===== config.mk =====
export PLATFORM = sky130hd
export DESIGN_NAME = pc_fetch_ctrl
export DESIGN_NICKNAME = d
export VERILOG_FILES = /design/src/rtl/pc_fetch_ctrl.sv
export SDC_FILE = /design/constraint.sdc
export NUM_CORES = 1
export LEC_CHECK = 0
export BUFFER_PORTS_ARGS = -buffer_cell sky130_fd_sc_hd__buf_2
export CORE_UTILIZATION = 50
export DETAILED_ROUTE_END_ITERATION = 10
export HOLD_SLACK_MARGIN = 0.08
export PLACE_DENSITY = 0.9
export SETUP_SLACK_MARGIN = 0.15
export SLEW_MARGIN = 20
export SYNTH_ARGS = -nofsm -noshare
export SYNTH_HDL_FRONTEND = slang
export SYNTH_SLANG_ARGS = --single-unit

===== constraint.sdc =====
create_clock -name clk -period 2.9 [get_ports clk]
set_input_delay 0.29 -clock clk [delete_from_list [all_inputs] [get_ports clk]]
set_output_delay 0.29 -clock clk [all_outputs]
set_load 0.02 [all_outputs]

===== src/rtl/pc_fetch_ctrl.sv =====
// pc_fetch_ctrl: IF-stage fetch sequencer.
// Owns the PC, issues one fetch at a time on the instruction request/response
// interface, applies branch and exception redirects (cancelling an in-flight
// fetch), and holds the fetched instruction until decode accepts it.
// Optional feature macro: PC_ALIGN_CHECK_EN -- when defined, a misaligned PC
// is not fetched; an address-error entry (if_adel=1) is delivered instead.
module pc_fetch_ctrl #(
   parameter logic [31:0] RESET_PC = 32'hBFC0_0000
) (
   input  logic        clk,
   input  logic        resetn,
   input  logic        stall,
   input  logic        br_taken,
   input  logic [31:0] br_target,
   input  logic        flush,
   input  logic [31:0] flush_target,
   output logic        inst_req,
   output logic [31:0] inst_addr,
   input  logic        inst_addr_ok,
   input  logic        inst_data_ok,
   input  logic [31:0] inst_rdata,
   output logic        if_valid,
   output logic [31:0] if_pc,
   output logic [31:0] if_inst,
   output logic        if_adel
);

   localparam logic [1:0] S_IDLE = 2'd0;
   localparam logic [1:0] S_REQ  = 2'd1;
   localparam logic [1:0] S_WAIT = 2'd2;
   localparam logic [1:0] S_HOLD = 2'd3;

   logic [1:0]  state;
   logic [31:0] pc;
   logic        cancel;

   logic        redirect;
   logic [31:0] target;
   logic [31:0] pc_inc;
   logic        misaligned;
   logic        deliver;
   logic        adel_hit;
   logic        consume;

   // flush outranks br_taken when both are raised together
   assign redirect = flush | br_taken;
   assign target   = flush ? flush_target : br_target;
   assign pc_inc   = pc + 32'd4;

`ifdef PC_ALIGN_CHECK_EN
   logic adel_q;
   assign misaligned = (pc[1:0] != 2'b00);
   assign if_adel    = adel_q;
`else
   assign misaligned = 1'b0;
   assign if_adel    = 1'b0;
`endif

   // a misaligned PC never reaches the bus
   assign inst_req  = (state == S_REQ) && !misaligned;
   assign inst_addr = pc;

   // a response is kept only if neither an earlier nor a simultaneous redirect hit this fetch
   assign deliver  = (state == S_WAIT) && inst_data_ok && !cancel && !redirect;
   // an address-error entry replaces the fetch unless a redirect arrives first
   assign adel_hit = (state == S_REQ) && misaligned && !redirect;
   // the held entry leaves on decode acceptance or on any redirect
   assign consume  = (state == S_HOLD) && (redirect || !stall);

   // sequencer: state, program counter and cancel flag
   always_ff @(posedge clk or negedge resetn) begin
      if (!resetn) begin
         state  <= S_IDLE;
         pc     <= RESET_PC;
         cancel <= 1'b0;
      end else begin
         case (state)
            S_IDLE: state <= S_REQ;
            S_REQ: begin
               if (inst_req && inst_addr_ok) begin
                  // request is out: the fetch is stale if a redirect coincides
                  pc     <= redirect ? target : pc_inc;
                  cancel <= redirect;
                  state  <= S_WAIT;
               end else if (redirect) begin
                  pc <= target;
               end else if (adel_hit) begin
                  state <= S_HOLD;
               end
            end
            S_WAIT: begin
               if (redirect) pc <= target;
               if (inst_data_ok) begin
                  cancel <= 1'b0;
                  state  <= deliver ? S_HOLD : S_REQ;
               end else if (redirect) begin
                  cancel <= 1'b1;
               end
            end
            S_HOLD: begin
               if (redirect) pc <= target;
               if (consume) state <= S_REQ;
            end
            default: state <= S_IDLE;
         endcase
      end
   end

   // decode-facing output register
   always_ff @(posedge clk or negedge resetn) begin
      if (!resetn) begin
         if_valid <= 1'b0;
         if_pc    <= 32'd0;
         if_inst  <= 32'd0;
`ifdef PC_ALIGN_CHECK_EN
         adel_q   <= 1'b0;
`endif
      end else if (deliver || adel_hit) begin
         if_valid <= 1'b1;
         // after an accepted fetch pc already points one word past it
         if_pc    <= adel_hit ? pc : pc - 32'd4;
         if_inst  <= adel_hit ? 32'd0 : inst_rdata;
`ifdef PC_ALIGN_CHECK_EN
         adel_q   <= adel_hit;
`endif
      end else if (consume) begin
         if_valid <= 1'b0;
      end
   end

endmodule


== Word-level counts from Yosys, hierarchy flattened ==
Index checks and enable logic that the tools add are counted.
Word-level totals
  output and inout bits: 99
  register bits after elaboration: 100
  logic and storage cells: 48
  input bits: 103
Operators by class
  equal/unequal tests: 7
  add/sub/neg operators: 2
  reduce and logical (&&, ||, !) cells: 16
  bitwise gates (word level): 1
  multiplexer cells: 16
Operator list (number)
  two-way mux 32 bit: 4
  case mux 32 bit (2 select lines): 1
  adder 32 x 3 -> 32 bit, second input constant: 1
  subtractor 32 x 3 -> 32 bit, second input constant: 1
  two-way mux 2 bit: 4
  case mux 2 bit (4 select lines): 1
  AND reduction 3 bit: 2
  nonzero test 2 bit: 3
  logical AND 1 bit: 5
  two-way mux 1 bit: 5
  equality test 2 bit, second input constant: 2
  inequality test 2 bit, second input constant: 2
  logical NOT 1 bit: 3
  inequality test 3 bit, second input constant: 1
  equality test 2 x 1 -> 1 bit, second input constant: 1
  logical NOT 2 bit: 1
  inequality test 2 x 1 -> 1 bit, second input constant: 1
  case mux 1 bit (2 select lines): 1
  OR reduction 2 bit: 1
  logical OR 1 bit: 1
  bitwise OR 1 bit: 1

== Depth between registers and ports, before layout ==
Gate-level depths: netlist of run 1.
  word-level depth: 7
  mapped depth: 9
  mapped depth without buffers: 7

== Least setup slack after synthesis of run 1 ==
No wires, ideal clock.
  path kind: reg-to-reg
  start: reg pc[14] (netlist: inst_addr[14])
  end: reg if_pc[28]
  period minus slack after synthesis: 2.418 ns
  buffers on the path: 2
  arrival time: 2.288 ns
  data required time: 2.771 ns
  path slack: 0.482 ns
  cell stages (with the launch flop): 8
  cell sequence: dfrtp_1 buf_6 or4_4 or4_4 buf_6 nor4_4 xnor2_1 o21ai_2
On the way
  longest elaborated chain between the ends: 1
RTL lines
  from (decl): line 34  | logic [31:0] pc;
  from (signal assigned): line 82  | pc <= redirect ? target : pc_inc;
  from (signal assigned): line 86  | pc <= target;
  from (signal assigned): line 92  | if (redirect) pc <= target;
  subtractor 32 x 3 -> 32 bit: line 121  | if_pc <= adel_hit ? pc : pc - 32'd4;
  to (signal assigned): line 121
  to (decl): line 23  | output logic [31:0] if_pc,
Every way passes these cells.
A chain may end at the register's enable or synchronous reset.

== Worst setup path in the final report of run 1 ==
  start: reg state[0]
  end: reg pc[23] (netlist: inst_addr[23])
On the way
  longest elaborated chain between the ends: 4
  elaborated cells on any way between the ends: 8
  classes of those cells: 3 x eq/ne; 2 x mux; 3 x reduce/logical
RTL lines
  from (decl): line 33  | logic [1:0] state;
  from (signal assigned): line 95  | state <= deliver ? S_HOLD : S_REQ;
  equality test 2 x 1 -> 1 bit: line 60, 77
  logical AND 1 bit: line 80  | if (inst_req && inst_addr_ok) begin
  two-way mux 32 bit: line 80
  case mux 32 bit (2 select lines): line 77  | case (state)
Parallel ways exist; a longest one is shown, timed or not.

==> impl_metrics.toml, run 1 <==
[routing]
ant_nets = 0
dr.pass1.iters = 5
avgRoutedWirePerCell_um = 17.00
route.detailed.drc = 0
drtIter0Drc = 495
viasPerCell = 5.781
vias = 5665
wirelength_um = 16660

[timing]
slew_headroom_pct = 42.01
hold_viol = 0
fin_crit_ps = 2550
skew_ps = 14.08
final.setup.tns_ps = 0
fin_crit_sh_pct = 87.92
whs_ps = 104.8
setup_violations = 0
rsz0062_at_grt = "no"
maxSlewViolCount = 0
fmax_mhz = 392.2
worstMarginPinSlew_ps = 869.8

[grt]
antenna_found_initial = 0
grt_pass1_wl_um = 26320
grt_pass1_vias = 5284
overflow = 0
track_usage_pct = 29.32
grt_max_degree = 68

[worst_setup_path]
worstPathMaxFanout = 8
crit_start = "state[0]$_DFFE_PN0P_"
worstSetupPathType = "reg -> reg"
rr_startpoint = "state[0]$_DFFE_PN0P_"
arrival_ps = 2840
crit_path_end_kind = "flip-flop"
required_ps = 3190
crit_chain = "inv_1, ha_1, nand4bb_1, nor3_2, buf_4, nand4_1, o31a_1, o22ai_1"
max_stage_delay_ps = 480
critPathBufInv = 2
start_kind = "flip-flop"
crit_family = "simple AND/OR/NAND/NOR gates"
cp_slowest_cell = "nand4bb_1"

[finish]
fin_util_pct = 63.82
layout-drive-gt1-share_pct = 30.71
antennaDiodeCount = 0
nNetsFinal = 945
areaGrowthSynthToFinish_pct = 23.80

[synthesis]
synth_commonest_cells = "nand2_1 (153), dfrtp_1 (91), clkbuf_1 (50), o21ai_0 (37), a21oi_1 (36)"
netlist_area_um2 = 5588
yosys_warnings = 0
synth_top_cell_by_area = "dfrtp_1"
yosysMostFrequentCell = "nand2_1"
synth_edf_count = 0
yosysTopAreaCellShare_pct = 40.75
ys_seq_elements = 100
synth.area.top_cells = "dfrtp_1 (41%), nand2_1 (10%), dfstp_2 (4.2%)"
syn_area_per_cell_um2 = 8.415
synth_cells = 664
synth_ff_type = "dfrtp_1"
ys_types = 58
syn_nets = 774
async_flop_share_pct = 100.0
yosysSeqAreaShare_pct = 44.98

[die]
fp.dieH_um = 107.7
initial_core_util_pct = 51.55
die_w_um = 107.7
boundaryPins = 202
die_area_um2 = 11600
coreArea_um2 = 10840
rows = 38

[power]
power_density_nw_per_um2 = 1025
p_leak_uw = 0.003369
vdd_drop_max_v = 0.0004760

[placement]
hpwl_um = 12320
place_congestion = 0.8955
port_buffers = 200

[cts]
cts_tree = "built"
clk_pin_slew_ps = 110
numCtsBuffers = 9
clkSinkCount = 100
clockBufferDepth = 2
root_buffer = "clkbuf_8"
clk_latency_ps = 370
cts_setup_buffers = 0
cts_resized = 0
htreeDepth = 3

[outcome]
outcome = "finished, final reports clean"

[hold_path]
hold_path_class = "in -> reg"
hold_start = "inst_rdata[17]"

[job]
drv_cap = 0
[kinds of logic (layout without fill, tap and decap cells)]
kind of cell | count (synthesis) | after routing | share of synthesized area (%)
multiplexers | 1 | 1 | 0.1791
flip-flops | 100 | 100 | 44.98
other | 1 | 1 | 0.06711
AO/OA/AOI/OAI | 165 | 165 | 18.70
AND/OR/NAND/NOR | 286 | 286 | 24.63
adder cells (fa/ha/maj) | 7 | 7 | 1.567
XOR/XNOR | 27 | 27 | 4.232
buffers and inverters | 77 | 253 | 5.643
[path summary, 6_finish.rpt]
path | end | slack, ps | cells past startpoint
max reg2reg | inst_addr[23]$_DFFE_PN1P_ | 350 | 8
max | inst_addr[23]$_DFFE_PN1P_ | 350 | 8
min reg2reg | if_inst[15]$_DFFE_PN0P_ | 480 | 2
min | if_inst[17]$_DFFE_PN0P_ | 100 | 3
min in group asynchronous | inst_addr[21]$_DFFE_PN0P_ | 540 | 2
max in group asynchronous | inst_addr[31]$_DFFE_PN1P_ | 1620 | 3
[routing by layer]
layer  track usage (%)  routed length [um]  up-vias  share of wire, %
met3             4.782                1486       49               8.9
met2             48.63                7877      316                47
met1             37.37                6657     2624                40
met5                 0                   0        -                 0
li1                  -                   -     2676                 -
met4             13.60                 638        0               3.8
[through the flow]
step | instance area, um^2 | setup WS, ps | instances | power, uW
floorplan | 5588 | 482.5 | 664 | 4919
detailed placement | 6691 | 436.3 | 963 | 6138
global route | 6918 | 206.4 | 980 | 7587
global placement | 6691 | 495.0 | 963 | 6031
CTS | 6918 | 408.6 | 980 | 7106
finish | 6918 | 350.4 | 980 | 7092
[final cells by class]
cell class                 instances  area, um^2
inverter                          17       63.81
clock inverter                     6       78.83
timing repair buffer             220        1181
tap                              140       175.2
clock buffer                      10       137.6
multi-input combinational        487        2768
sequential                       100        2514
fill                             954        3923
[worst reg2reg max path, stage by stage, from the launching register on]
cell	delay [ps]
dfrtp_1	430
inv_1	90
ha_1	270
nand4bb_1	480
nor3_2	400
buf_4	210
nand4_1	170
o31a_1	270
o22ai_1	160
[sequential cells by signal, summed over array words and instances (netlist names)]
register and count:
if_inst 32, if_pc 32, inst_addr 32, state 2
cancel 1, if_valid 1
[cells in the final DEF (no fill, tap or decap), types with 16 or more instances in the layout]
cell type	n
buf_2	199
nand2_1	153
a21oi_1	36
xnor2_1	24
dfrtp_1	91
a22oi_1	17
inv_1	16
nor2_1	31
o21ai_0	37
buf_4	18
o22ai_1	16
nor3_1	19
[power breakdown]
group	internal, uW	switching [uW]	total (uW)
clock network	441	515	956
registers	2050	804	2860
logic	1220	2060	3280
total	3710	3380	7090
[repair_timing]
action,CTS,global route
hold buffers,1,0
setup endpoints to repair,0,0
hold endpoints to repair,59,0
No activity file was read; power rests on OpenSTA's default activity.
==> run 2: changes to the inputs <==
Settings changed: ABC_AREA from default to 1, BUFFER_PORTS_ARGS -buffer_cell sky130_fd_sc_hd__buf_2 to -buffer_cell sky130_fd_sc_hd__buf_4.
==> impl_metrics.toml, run 2 <==
[routing]
viasPerCell = 5.530
drtIter0Drc = 617
vias = 6276
dr.pass1.iters = 5
ant_nets = 0
wirelength_um = 17890
avgRoutedWirePerCell_um = 15.76
route.detailed.drc = 0

[finish]
antennaDiodeCount = 0
fill_cells = 1001
final_cell_mix = "nand2_1 (262), buf_4 (205), nor2_1 (98), dfrtp_1 (91), nand3_1 (66)"
nNetsFinal = 1097
final_common_cell = "nand2_1"
final_area_um2 = 7766
fin_util_pct = 67.73
layout-drive-gt1-share_pct = 24.70
areaGrowthSynthToFinish_pct = 31.28

[hold_path]
holdPathStages = 3
hold_path_class = "in -> reg"

[synthesis]
syn_nets = 928
synth.area.top_cells = "dfrtp_1 (38%), nand2_1 (17%), nor2_1 (6.2%)"
synth_cells = 818
ys_types = 44
synth_commonest_cells = "nand2_1 (262), nor2_1 (98), dfrtp_1 (91), nand3_1 (66), inv_1 (54)"
ys_seq_elements = 100
async_flop_share_pct = 100.0
yosysTopAreaCellShare_pct = 38.49
synth_ff_type = "dfrtp_1"
synth_top_cell_by_area = "dfrtp_1"
yosysSeqAreaShare_pct = 42.49
yosysMostFrequentCell = "nand2_1"
syn_area_per_cell_um2 = 7.232
yosys_warnings = 0
synth_edf_count = 0
netlist_area_um2 = 5916

[grt]
track_usage_pct = 29.72
grt_pass1_wl_um = 29260
grt_max_degree = 53
grt_pass1_vias = 6016
overflow = 0
antenna_found_initial = 0

[worst_setup_path]
worstPathMaxFanout = 31
arrival_ps = 2450
start_kind = "flip-flop"
critPathBufInv = 4
crit_cells = 11
crit_chain = "inv_1, ha_1, inv_1, nand2_1, nor2_1, buf_4, nand2_1, inv_1, nand3_1, o22ai_1, o21bai_1"
max_stage_delay_ps = 420
cp_slowest_cell = "dfrtp_1"
worstSetupPathType = "reg -> reg"
r2r_cells = 11
critical_path.most_common_cell = "inv_1"
crit_family = "buffers and inverters"
required_ps = 3170
crit_path_end_kind = "flip-flop"

[placement]
dp_slack_ps = 803.4
port_buffers = 200
place_congestion = 0.9560
hpwl_um = 13260
dpl_cell_area_um2 = 7432

[die]
initial_core_util_pct = 51.59
die_w_um = 110.8
coreArea_um2 = 11470
rows = 39
boundaryPins = 202
fp.dieH_um = 110.8
die_area_um2 = 12270

[power]
power_density_nw_per_um2 = 1074
p_leak_uw = 0.003888
p_total_uw = 8342
p_clk_share_pct = 15.8
p_switching_uw = 3877
p_sw_share_pct = 46.47
combinationalPowerShare_pct = 49.2
seq_power_share_pct = 35.0
p_int_uw = 4466
vdd_drop_max_v = 0.0006143

[outcome]
outcome = "finished, final reports clean"

[cts]
numCtsBuffers = 9
htreeDepth = 3
clk_latency_ps = 350
clkSinkCount = 100
clockBufferDepth = 2
root_buffer = "clkbuf_16"
cts_tree = "built"
clk_pin_slew_ps = 70
cts_resized = 0

[timing]
final.setup.tns_ps = 0
skew_ps = 7.685
worst_slack_ps = 720.4
fmax_mhz = 458.8
fin_crit_sh_pct = 75.16
slew_headroom_pct = 52.75
worstMarginPinSlew_ps = 707.9
hold_viol = 0
maxSlewViolCount = 0
setup_violations = 0
rsz0062_at_grt = "no"
fin_crit_ps = 2180

[job]
drv_cap = 0
[run 2: power groups by stage]
stage / clock [uW] / sequential [uW] / combinational, uW
floorplan: 0 / 3290 / 1980
global placement: 0 / 2890 / 3990
detailed placement: 0 / 2910 / 4070
CTS: 1330 / 2890 / 4100
global route: 1380 / 3010 / 4460
finish: 1310 / 2920 / 4100
[run 2: worst paths after layout]
check | startpoint | to | slack [ps]
max | state[0]$_DFFE_PN0P_ | inst_addr[20]$_DFFE_PN0P_ | 720
min | inst_rdata[9] | if_inst[9]$_DFFE_PN0P_ | 140
max reg2reg | state[0]$_DFFE_PN0P_ | inst_addr[20]$_DFFE_PN0P_ | 720
min reg2reg | if_inst[3]$_DFFE_PN0P_ | if_inst[3]$_DFFE_PN0P_ | 470
max in group asynchronous | resetn | inst_addr[23]$_DFFE_PN1P_ | 1620
min in group asynchronous | resetn | if_inst[29]$_DFFE_PN0P_ | 520
[run 2: worst register-to-register path: stages, from the launching register on]
cell      delay (ps)
dfrtp_1          420
inv_1             90
ha_1             210
inv_1             90
nand2_1           60
nor2_1            90
buf_4            310
nand2_1          270
inv_1            220
nand3_1          100
o22ai_1          120
o21bai_1         120
[run 2: area by class of cell]
class | instances | area, um^2 | area share [%]
sequential | 100 | 2514 | 32.37
inverter | 57 | 214.0 | 2.755
clock inverter | 6 | 95.09 | 1.224
tap | 143 | 178.9 | 2.304
multi-input combinational | 611 | 2947 | 37.94
timing repair buffer | 208 | 1589 | 20.46
clock buffer | 10 | 229.0 | 2.948
[run 2: cell families after synthesis]
family	after synthesis	synth area share [%]
multiplexers	1	0.1692
adder cells (fa/ha/maj)	7	1.480
XOR/XNOR	14	2.073
flip-flops	100	42.49
buffers and inverters	107	7.699
other	1	0.06339
AND/OR/NAND/NOR	470	33.65
AO/OA/AOI/OAI	118	12.37
[run 2: layer usage]
metal	wire length (um)	share of wire, %	GRT usage [%]
met1	7525	42	39.46
met2	8218	46	48.07
met3	1602	9.0	5.249
met4	540	3.0	12.27
met5	0	0	0
[run 2: per-stage QoR]
stage / cells / hold WS (ps)
5_1_grt: 1135 / 136.2
3_3_place_gp: 1118 / 360.5
4_1_cts: 1135 / 131.0
6_report: 1135 / 136.0
3_5_place_dp: 1118 / 358.4
2_1_floorplan: 818 / -5.591
[run 2: timing repair]
action                    4_1_cts  5_1_grt
setup buffers                   0        0
hold endpoints to repair       48        0
hold buffers                    1        0
==> run 3: changes to the inputs <==
Clock period 2.9 ns to 2.05 ns, I/O delays scaled along.
==> impl_metrics.toml, run 3 (synthesis results as in run 2) <==
[grt]
grt_pass1_vias = 6465
met3_usage_pct = 5.577
busiest_layer = "met2"
grt_pass1_wl_um = 31830
met2_usage_pct = 53.50
overflow = 0
track_usage_pct = 32.42
grtUsageMet1_pct = 41.85
grt_max_degree = 53
antenna_found_initial = 0

[worst_setup_path]
crit_path_end_kind = "flip-flop"
rr_startpoint = "state[0]$_DFFE_PN0P_"
crit_family = "simple AND/OR/NAND/NOR gates"
start_kind = "flip-flop"
arrival_ps = 2110
r2r_slack_ps = 200
r2r-end = "inst_addr[13]$_DFFE_PN0P_"
crit_chain = "ha_1, inv_1, nand2_2, nor2_4, buf_6, nand2_2, nor2_4, nand2_1, nand2_1, nand3_1, a22oi_1"
worstPathMaxFanout = 6
cp_slowest_cell = "dfrtp_1"
r2r_cells = 11
worstSetupPathType = "reg -> reg"
critPathBufInv = 2
required_ps = 2310
crit_cells = 11
max_stage_delay_ps = 430

[die]
die_w_um = 110.8
rows = 39
boundaryPins = 202
die_area_um2 = 12270
initial_core_util_pct = 51.59
coreArea_um2 = 11470
fp.dieH_um = 110.8

[timing]
skew_ps = 9.341
final.setup.tns_ps = 0
setup_violations = 0
fmax_mhz = 540.4
worst_slack_ps = 199.5
rsz0062_at_grt = "yes"
hold_viol = 0
fin_crit_ps = 1850
fin_crit_sh_pct = 90.27
maxSlewViolCount = 0

[cts]
clkSinkCount = 100
cts_tree = "built"
clk_latency_ps = 350
root_buffer = "clkbuf_16"
clockBufferDepth = 2
clk_pin_slew_ps = 70
numCtsBuffers = 9
htreeDepth = 3

[placement]
port_buffers = 200
hpwl_um = 13990
place_congestion = 0.9848
dpl_cell_area_um2 = 7597
dp_slack_ps = 61.48

[hold_path]
hold_start = "inst_rdata[16]"
hold_path_class = "in -> reg"
holdPathStages = 3
hold_end = "if_inst[16]$_DFFE_PN0P_"

[routing]
route.detailed.drc = 0
viasPerCell = 5.606
ant_nets = 0
wirelength_um = 19720
dr.pass1.iters = 6
avgRoutedWirePerCell_um = 16.63
vias = 6649
drtIter0Drc = 568

[finish]
nNetsFinal = 1148
areaGrowthSynthToFinish_pct = 41.22
antennaDiodeCount = 0
final_area_um2 = 8354
final_cell_mix = "nand2_1 (258), buf_4 (224), nor2_1 (94), dfrtp_1 (83), nand3_1 (65)"
final_common_cell = "nand2_1"
layout-drive-gt1-share_pct = 28.57
fill_cells = 849

[job]
drv_cap = 0

[outcome]
outcome = "finished, final reports clean"

[power]
power_density_nw_per_um2 = 1478
p_leak_uw = 0.004141
vdd_drop_max_v = 0.001116
==> run 3: layout make-up <==
class	instances	area (um^2)	share of cell area [%]
sequential	100	2524	30.21
timing repair buffer	259	2085	24.95
clock inverter	7	105.1	1.258
inverter	57	219.0	2.621
tap	143	178.9	2.142
clock buffer	9	225.2	2.696
multi-input combinational	611	3018	36.12
==> run 3: worst register-to-register path: cells and delay by family, from the launching register on <==
kind	cells	cell delay (ps)
simple gates	7	640
flops	1	430
buf+inv	2	260
fa+ha+maj	1	240
compound gates	1	190
==> run 3: timing repair <==
| item | in CTS | in global routing |
|---|---|---|
| buffers inserted | 3 | 3 |
| resized for setup | 4 | 37 |
| hold buffers | 28 | 0 |
| endpoints found under the setup margin | 14 | 47 |
| hold endpoints to repair | 53 | 0 |
| pin swaps | 0 | 6 |
| cloned | 0 | 1 |
==> run 3: power breakdown <==
part	internal [uW]	switching (uW)	total [uW]
combinational	2500	3730	6230
sequential	2980	1220	4200
clock	1090	819	1910
total	6570	5770	12300
==> run 3: through the flow <==
step | utilization [%] | instances | hold slack (ps) | power [uW]
finish | 72.85 | 1186 | 79.63 | 12340
global route | 72.85 | 1186 | 84.91 | 13100
CTS | 71.87 | 1182 | 81.28 | 12070
detailed placement | 66.25 | 1135 | 178.5 | 10060
global placement | 66.25 | 1135 | 179.3 | 9897
floorplan | - | 818 | -90.59 | 7456
==> run 3: worst max path at each step <==
stage | start | to | slack, ps
CTS | state[0]$_DFFE_PN0P_ | inst_addr[20]$_DFFE_PN0P_ | 160
floorplan | state[1]$_DFFE_PN0P_ | inst_addr[10]$_DFFE_PN0P_ | 210
finish | state[0]$_DFFE_PN0P_ | inst_addr[13]$_DFFE_PN0P_ | 200
detailed placement | state[0]$_DFFE_PN0P_ | inst_addr[20]$_DFFE_PN0P_ | 60
global placement | state[0]$_DFFE_PN0P_ | inst_addr[13]$_DFFE_PN0P_ | 170
global route | inst_addr[11]$_DFFE_PN0P_ | if_pc[24]$_DFFE_PN0P_ | 80
==> run 3: routing by layer <==
layer,part of all wire (%),routed length (um)
met1,40,7902
met2,47,9314
met3,9.0,1777
met4,3.7,724
met5,0,0
